### src/rtl/collatz_orbit_gen_pkg.sv
// Shared types for the Collatz orbit engine family.
// Holds the completion status codes and the FSM state encoding.
package collatz_orbit_gen_pkg;

  typedef enum logic [1:0] {
    ST_OK   = 2'd0,
    ST_ZERO = 2'd1,
    ST_OVF  = 2'd2,
    ST_TMO  = 2'd3
  } status_t;

  typedef enum logic [1:0] {
    S_IDLE = 2'd0,
    S_RUN  = 2'd1,
    S_DONE = 2'd2
  } state_t;

endpackage

### src/rtl/collatz_orbit_gen_if.sv
// Orbit value stream from the engine to the display/logging consumer.
// A beat transfers on a rising clk when x_vld && x_rdy; while x_vld is high and
// x_rdy is low the producer holds x stable, and x_vld never drops before transfer.
interface collatz_orbit_gen_if #(parameter int KW = 20);
  logic [KW-1:0] x;
  logic          x_vld;
  logic          x_rdy;

  modport master (output x, output x_vld, input x_rdy);
  modport slave  (input x, input x_vld, output x_rdy);
endinterface

### src/rtl/collatz_orbit_gen_step.sv
// One Collatz transition, combinational. Works in KW+2 bits so the overflow
// flag is simply "any bit above KW-1 is set" in the full-precision result.
module collatz_orbit_gen_step #(
  parameter int KW = 20
) (
  input  logic [KW-1:0] k,
  input  logic          mode,
  output logic [KW-1:0] nxt,
  output logic          ovf
);

  logic [KW+1:0] tri_v;
  logic [KW+1:0] wide;

  always_comb begin
    tri_v = {2'b00, k} + {1'b0, k, 1'b0} + {{(KW+1){1'b0}}, 1'b1};
    if (!k[0]) begin
      wide = {2'b00, k} >> 1;
    end else if (mode) begin
      wide = tri_v >> 1;
    end else begin
      wide = tri_v;
    end
    nxt = wide[KW-1:0];
    ovf = |wide[KW+1:KW];
  end

endmodule

### src/rtl/collatz_orbit_gen.sv
// Collatz orbit engine: takes a seed on start, streams every orbit value, and
// reports transitions taken, the largest emitted value and why the orbit ended.
module collatz_orbit_gen
  import collatz_orbit_gen_pkg::*;
#(
  parameter int W        = 16,
  parameter int KW       = 20,
  parameter int SW       = 16,
  parameter int STEP_MAX = 1000
) (
  input  logic                 clk,
  input  logic                 rst_n,
  input  logic [W-1:0]         co,
  input  logic                 st,
  input  logic                 mode,
  collatz_orbit_gen_if.master  xs,
  output logic                 bs,
  output logic                 done,
  output logic [SW-1:0]        steps,
  output logic [KW-1:0]        peak,
  output logic [1:0]           status,
  output state_t               fsm_state
);

  localparam logic [SW-1:0] STEP_LIM = SW'(STEP_MAX);
  localparam logic [KW-1:0] K_ONE    = {{(KW-1){1'b0}}, 1'b1};

  state_t        state;
  status_t       status_q;
  logic [KW-1:0] k;
  logic [KW-1:0] nxt;
  logic          mode_q;
  logic          ovf;
  logic          x_vld_q;

  collatz_orbit_gen_step #(.KW(KW)) u_step (
    .k    (k),
    .mode (mode_q),
    .nxt  (nxt),
    .ovf  (ovf)
  );

  assign xs.x      = k;
  assign xs.x_vld  = x_vld_q;
  assign status    = status_q;
  assign fsm_state = state;

  always_ff @(posedge clk or negedge rst_n) begin
    if (!rst_n) begin
      state    <= S_IDLE;
      status_q <= ST_OK;
      k        <= '0;
      mode_q   <= 1'b0;
      x_vld_q  <= 1'b0;
      bs       <= 1'b0;
      done     <= 1'b0;
      steps    <= '0;
      peak     <= '0;
    end else begin
      done <= 1'b0;
      case (state)
        S_IDLE: begin
          if (st) begin
            steps <= '0;
            peak  <= '0;
            bs    <= 1'b1;
            if (co != '0) begin
              k       <= {{(KW-W){1'b0}}, co};
              mode_q  <= mode;
              x_vld_q <= 1'b1;
              state   <= S_RUN;
            end else begin
              status_q <= ST_ZERO;
              done     <= 1'b1;
              state    <= S_DONE;
            end
          end
        end
        S_RUN: begin
          // Nothing moves while the consumer stalls, so no beat is lost or repeated.
          if (xs.x_rdy) begin
            peak <= (k > peak) ? k : peak;
            if (k == K_ONE) begin
              status_q <= ST_OK;
              x_vld_q  <= 1'b0;
              done     <= 1'b1;
              state    <= S_DONE;
            end else if (steps == STEP_LIM) begin
              status_q <= ST_TMO;
              x_vld_q  <= 1'b0;
              done     <= 1'b1;
              state    <= S_DONE;
            end else if (ovf) begin
              status_q <= ST_OVF;
              x_vld_q  <= 1'b0;
              done     <= 1'b1;
              state    <= S_DONE;
            end else begin
              k     <= nxt;
              steps <= steps + SW'(1);
            end
          end
        end
        S_DONE: begin
          bs    <= 1'b0;
          state <= S_IDLE;
        end
        default: begin
          state <= S_IDLE;
        end
      endcase
    end
  end

endmodule
### src/flat_wrapper.sv
// flat-port wrapper written by rule: the top's interface ports become plain ports
module collatz_orbit_gen_flat import collatz_orbit_gen_pkg::*;
#(
  parameter int W        = 16,
  parameter int KW       = 20,
  parameter int SW       = 16,
  parameter int STEP_MAX = 1000
)
  (clk, rst_n, co, st, mode, bs, done, steps, peak, status, fsm_state, xs_x, xs_x_vld, xs_x_rdy);
  collatz_orbit_gen_if #(.KW(KW)) xs_i ();
  input  logic clk;
  input  logic rst_n;
  input  logic [W-1:0] co;
  input  logic st;
  input  logic mode;
  output logic bs;
  output logic done;
  output logic [SW-1:0] steps;
  output logic [KW-1:0] peak;
  output logic [1:0] status;
  output state_t fsm_state;
  output wire logic [$bits(xs_i.x)-1:0] xs_x;
  output wire logic [$bits(xs_i.x_vld)-1:0] xs_x_vld;
  input wire logic [$bits(xs_i.x_rdy)-1:0] xs_x_rdy;
  assign xs_x = xs_i.x;
  assign xs_x_vld = xs_i.x_vld;
  assign xs_i.x_rdy = xs_x_rdy;
  collatz_orbit_gen #(.W(W), .KW(KW), .SW(SW), .STEP_MAX(STEP_MAX)) u_core (.clk(clk), .rst_n(rst_n), .co(co), .st(st), .mode(mode), .xs(xs_i), .bs(bs), .done(done), .steps(steps), .peak(peak), .status(status), .fsm_state(fsm_state));
endmodule
### config.mk
export PLATFORM = sky130hd
export DESIGN_NAME = collatz_orbit_gen_flat
export DESIGN_NICKNAME = d
export VERILOG_FILES = /design/src/rtl/collatz_orbit_gen_pkg.sv /design/src/rtl/collatz_orbit_gen_if.sv /design/src/rtl/collatz_orbit_gen_step.sv /design/src/rtl/collatz_orbit_gen.sv /design/src/flat_wrapper.sv
export SDC_FILE = /design/constraint.sdc
export NUM_CORES = 1
export LEC_CHECK = 0
export BUFFER_PORTS_ARGS = -buffer_cell sky130_fd_sc_hd__buf_2
export CAP_MARGIN = 30
export CORE_MARGIN = 4
export CORE_UTILIZATION = 30
export CTS_CLUSTER_DIAMETER = 80
export CTS_CLUSTER_SIZE = 20
export DETAILED_ROUTE_END_ITERATION = 12
export SETUP_SLACK_MARGIN = 0.5
export SLEW_MARGIN = 20
export SYNTH_ARGS = -nofsm -noshare
export SYNTH_HDL_FRONTEND = slang
export SYNTH_SLANG_ARGS = --single-unit
### constraint.sdc
create_clock -name clk -period 3.2 [get_ports clk]
set_clock_uncertainty 0.15 [all_clocks]
set_input_delay 0.64 -clock clk [delete_from_list [all_inputs] [get_ports clk]]
set_output_delay 0.64 -clock clk [all_outputs]
set_load 0.02 [all_outputs]
==> impl_metrics.tcl <==
set metrics [dict create \
    worst_hold_path_type "in2async" \
    vias 5126 \
    crit_required_ns 3.31 \
    cts_tree "done" \
    hold_viol 0 \
    htreeDepth 3 \
    start_util_pct 30.7 \
    first_pass_iters 5 \
    critPathBufInv 2 \
    async_flop_share_pct 100 \
    yosys_warnings 0 \
    crit_chain "buf_4, ha_1, o211ai_1, a21oi_2, o2111ai_2, a21oi_2, mux2_4, nand4_1, buf_4, or4_1, nand2_1" \
    portBuffers 83 \
    synth_area_sq_um 5080 \
    grt_pass1_wl_um 26900 \
    boundaryPins 84 \
    setup_viol 0 \
    area.growth.synth_to_final_pct 44.7 \
    synth_area_leaders "dfrtp_1, ha_1, mux2i_1" \
    synth.yosys.seq_area_share_pct 31.5 \
    grt_overflow 0 \
    ys.flop_type "dfrtp_1" \
    status "finished, final reports clean" \
    final_layout_size_suffix_gt1_share_pct 39.0 \
    cp-end-kind "register" \
    cp_slowest_cell "dfrtp_1" \
    dp_hpwl_um 12400 \
    grt_max_degree 33 \
    synth_top_area_share_pct 31.5 \
    final_cell_mix "buf_2, buf_4, nand2_1" \
    drt_iter0_markers 319 \
    chipWidth_um 138 \
    rsz0062_at_grt "yes" \
    synth-seq-cells 64 \
    max_slew_margin_pct 64.3 \
    hold_ws_ns 0.146 \
    finalNetCount 838 \
    fin_crit_sh_pct 90.9 \
    final.setup.tns_ns 0 \
    synth.avg_cell_area_sq_um 8.44 \
    synth_nets 676 \
    wl_per_cell_um 17.0 \
    insertion_delay_ns 0.33 \
    clockBufferDepth 2 \
    wirelength_um 16800 \
    critPathTopFamily "compound AO/OA/AOI/OAI gates" \
    worst_pin_slew_ns 0.532 \
    cp.arrival_ns 3.02 \
    crit_type "reg2reg" \
    clock.fmax_mhz 344 \
    die-area_sq_um 19100 \
    grtUsageTotal_pct 17.2 \
    worstSetupStartpointType "register" \
    row_count 47 \
    postCtsHoldBufs 0 \
    min_period_ns 2.91 \
    grt_pass1_vias 4890 \
    maxCapViolCount 0 \
    critPathMaxFanout 7 \
    synth_edf_count 0 \
    antenna_found_initial 0 \
    place_congestion 0.860 \
    post-place-ws_ns 0.0102 \
    antenna_left 0 \
    post-route-drc-count 0 \
    slowest_delay_ns 0.44 \
    core-area_sq_um 16600 \
    synthDistinctLibCells 59 \
    setup_slack_ns 0.292 \
    die_h_um 138 \
    synthCells 602 \
    final_common_cell "buf_2" \
    antenna_cells 0 \
    root_buffer "clkbuf_16" \
    vias_per_cell 5.18 \
    numCtsBuffers 9 \
    clock-sinks 64 \
    yosys.area.top_type "dfrtp_1" \
    slew_viol_final 0 \
    path_clk_slew_ns 0.06 \
]
-- path summary, 6_finish.rpt --
path                       cells after the start  slack [ns]                         start                            to
setup reg to reg                              11        0.29    u_core.xs.x[1]$_DFFE_PN0P_   u_core.steps[9]$_DFFE_PN0P_
hold reg to reg                                1        0.35  u_core.status[1]$_DFFE_PN0P_  u_core.status[1]$_DFFE_PN0P_
min in group clk                               1        0.35  u_core.status[1]$_DFFE_PN0P_  u_core.status[1]$_DFFE_PN0P_
hold / removal                                 1        0.15                         rst_n   u_core.xs.x[13]$_DFFE_PN0P_
setup / recovery                              11        0.29    u_core.xs.x[1]$_DFFE_PN0P_   u_core.steps[9]$_DFFE_PN0P_
max in group asynchronous                      2        2.00                         rst_n   u_core.xs.x[12]$_DFFE_PN0P_
-- layer usage --
metal  vias to the layer above  routed length, um  track usage [%]
li1                       2502                  -                -
met1                      2452               8040             24.6
met2                       145               7690             27.2
met3                        27                713             2.18
met4                         0                398             5.62
met5                         -                  0                0
-- synth_stat cells, types with 2 or more instances --
master / number
o21ai_0: 36
o22ai_1: 4
mux2i_1: 32
o221a_2: 2
nand4_1: 22
a21boi_1: 2
dfrtp_1: 64
o2bb2ai_1: 3
or2_2: 2
a211o_1: 3
ha_1: 52
a21o_1: 12
o211ai_1: 4
a21oi_2: 3
mux2_2: 5
or3_1: 8
nor4_1: 6
a22oi_1: 2
o311ai_0: 2
a2bb2oi_1: 2
nor2_1: 36
clkbuf_1: 19
xnor2_1: 8
nor2b_1: 9
and3_1: 7
or4_1: 2
a31oi_1: 11
inv_1: 46
nand3_1: 13
xor2_1: 12
nand2b_1: 3
a21oi_1: 48
nor3_1: 13
a211oi_1: 8
o311a_1: 2
buf_2: 4
o21a_1: 4
o31ai_1: 2
o21ai_1: 2
nand2_1: 65
and2_1: 4
-- area by class of cell --
class / count / area [sq um]
well taps: 220 / 275
repair buffers: 175 / 1260
clock buffers: 15 / 268
fillers: 1639 / 9230
multi-input cells: 466 / 3740
flip-flops and latches: 64 / 1620
inverters: 48 / 181
clock inverters: 1 / 5.00
-- per-stage QoR --
stage / utilization [%] / cell area, sq um / cells
final: 44.3 / 7350 / 989
after global routing: 44.3 / 7350 / 989
after CTS: 42.6 / 7060 / 980
after detailed placement: 36.9 / 6120 / 919
after global placement: 36.8 / 6110 / 918
after floorplan: - / 5280 / 602
-- registers in the layout, summed over array words and instances, names as in the netlist, 2 cells and up --
signal            cells
u_core.xs.x          20
u_core.steps         16
u_core.status         2
u_core.peak          20
u_core.fsm_state      2
-- cells by family after synthesis --
group / Yosys count / synth area share [%]
XOR/XNOR: 20 / 3.45
multiplexers: 37 / 7.41
buffers and inverters: 72 / 5.41
AO/OA/AOI/OAI: 161 / 20.1
adder cells (fa/ha/maj): 53 / 13.2
AND/OR/NAND/NOR: 195 / 19.0
flip-flops: 64 / 31.5
-- repair_timing --
item,CTS,global route
resized for setup,67,42
setup endpoints to repair,60,58
cloned,1,0
pin swaps,28,38
buffers inserted,44,9
Power is not shown: default switching activity piles up to over one toggle a cycle in this logic, so the estimate is an artifact.
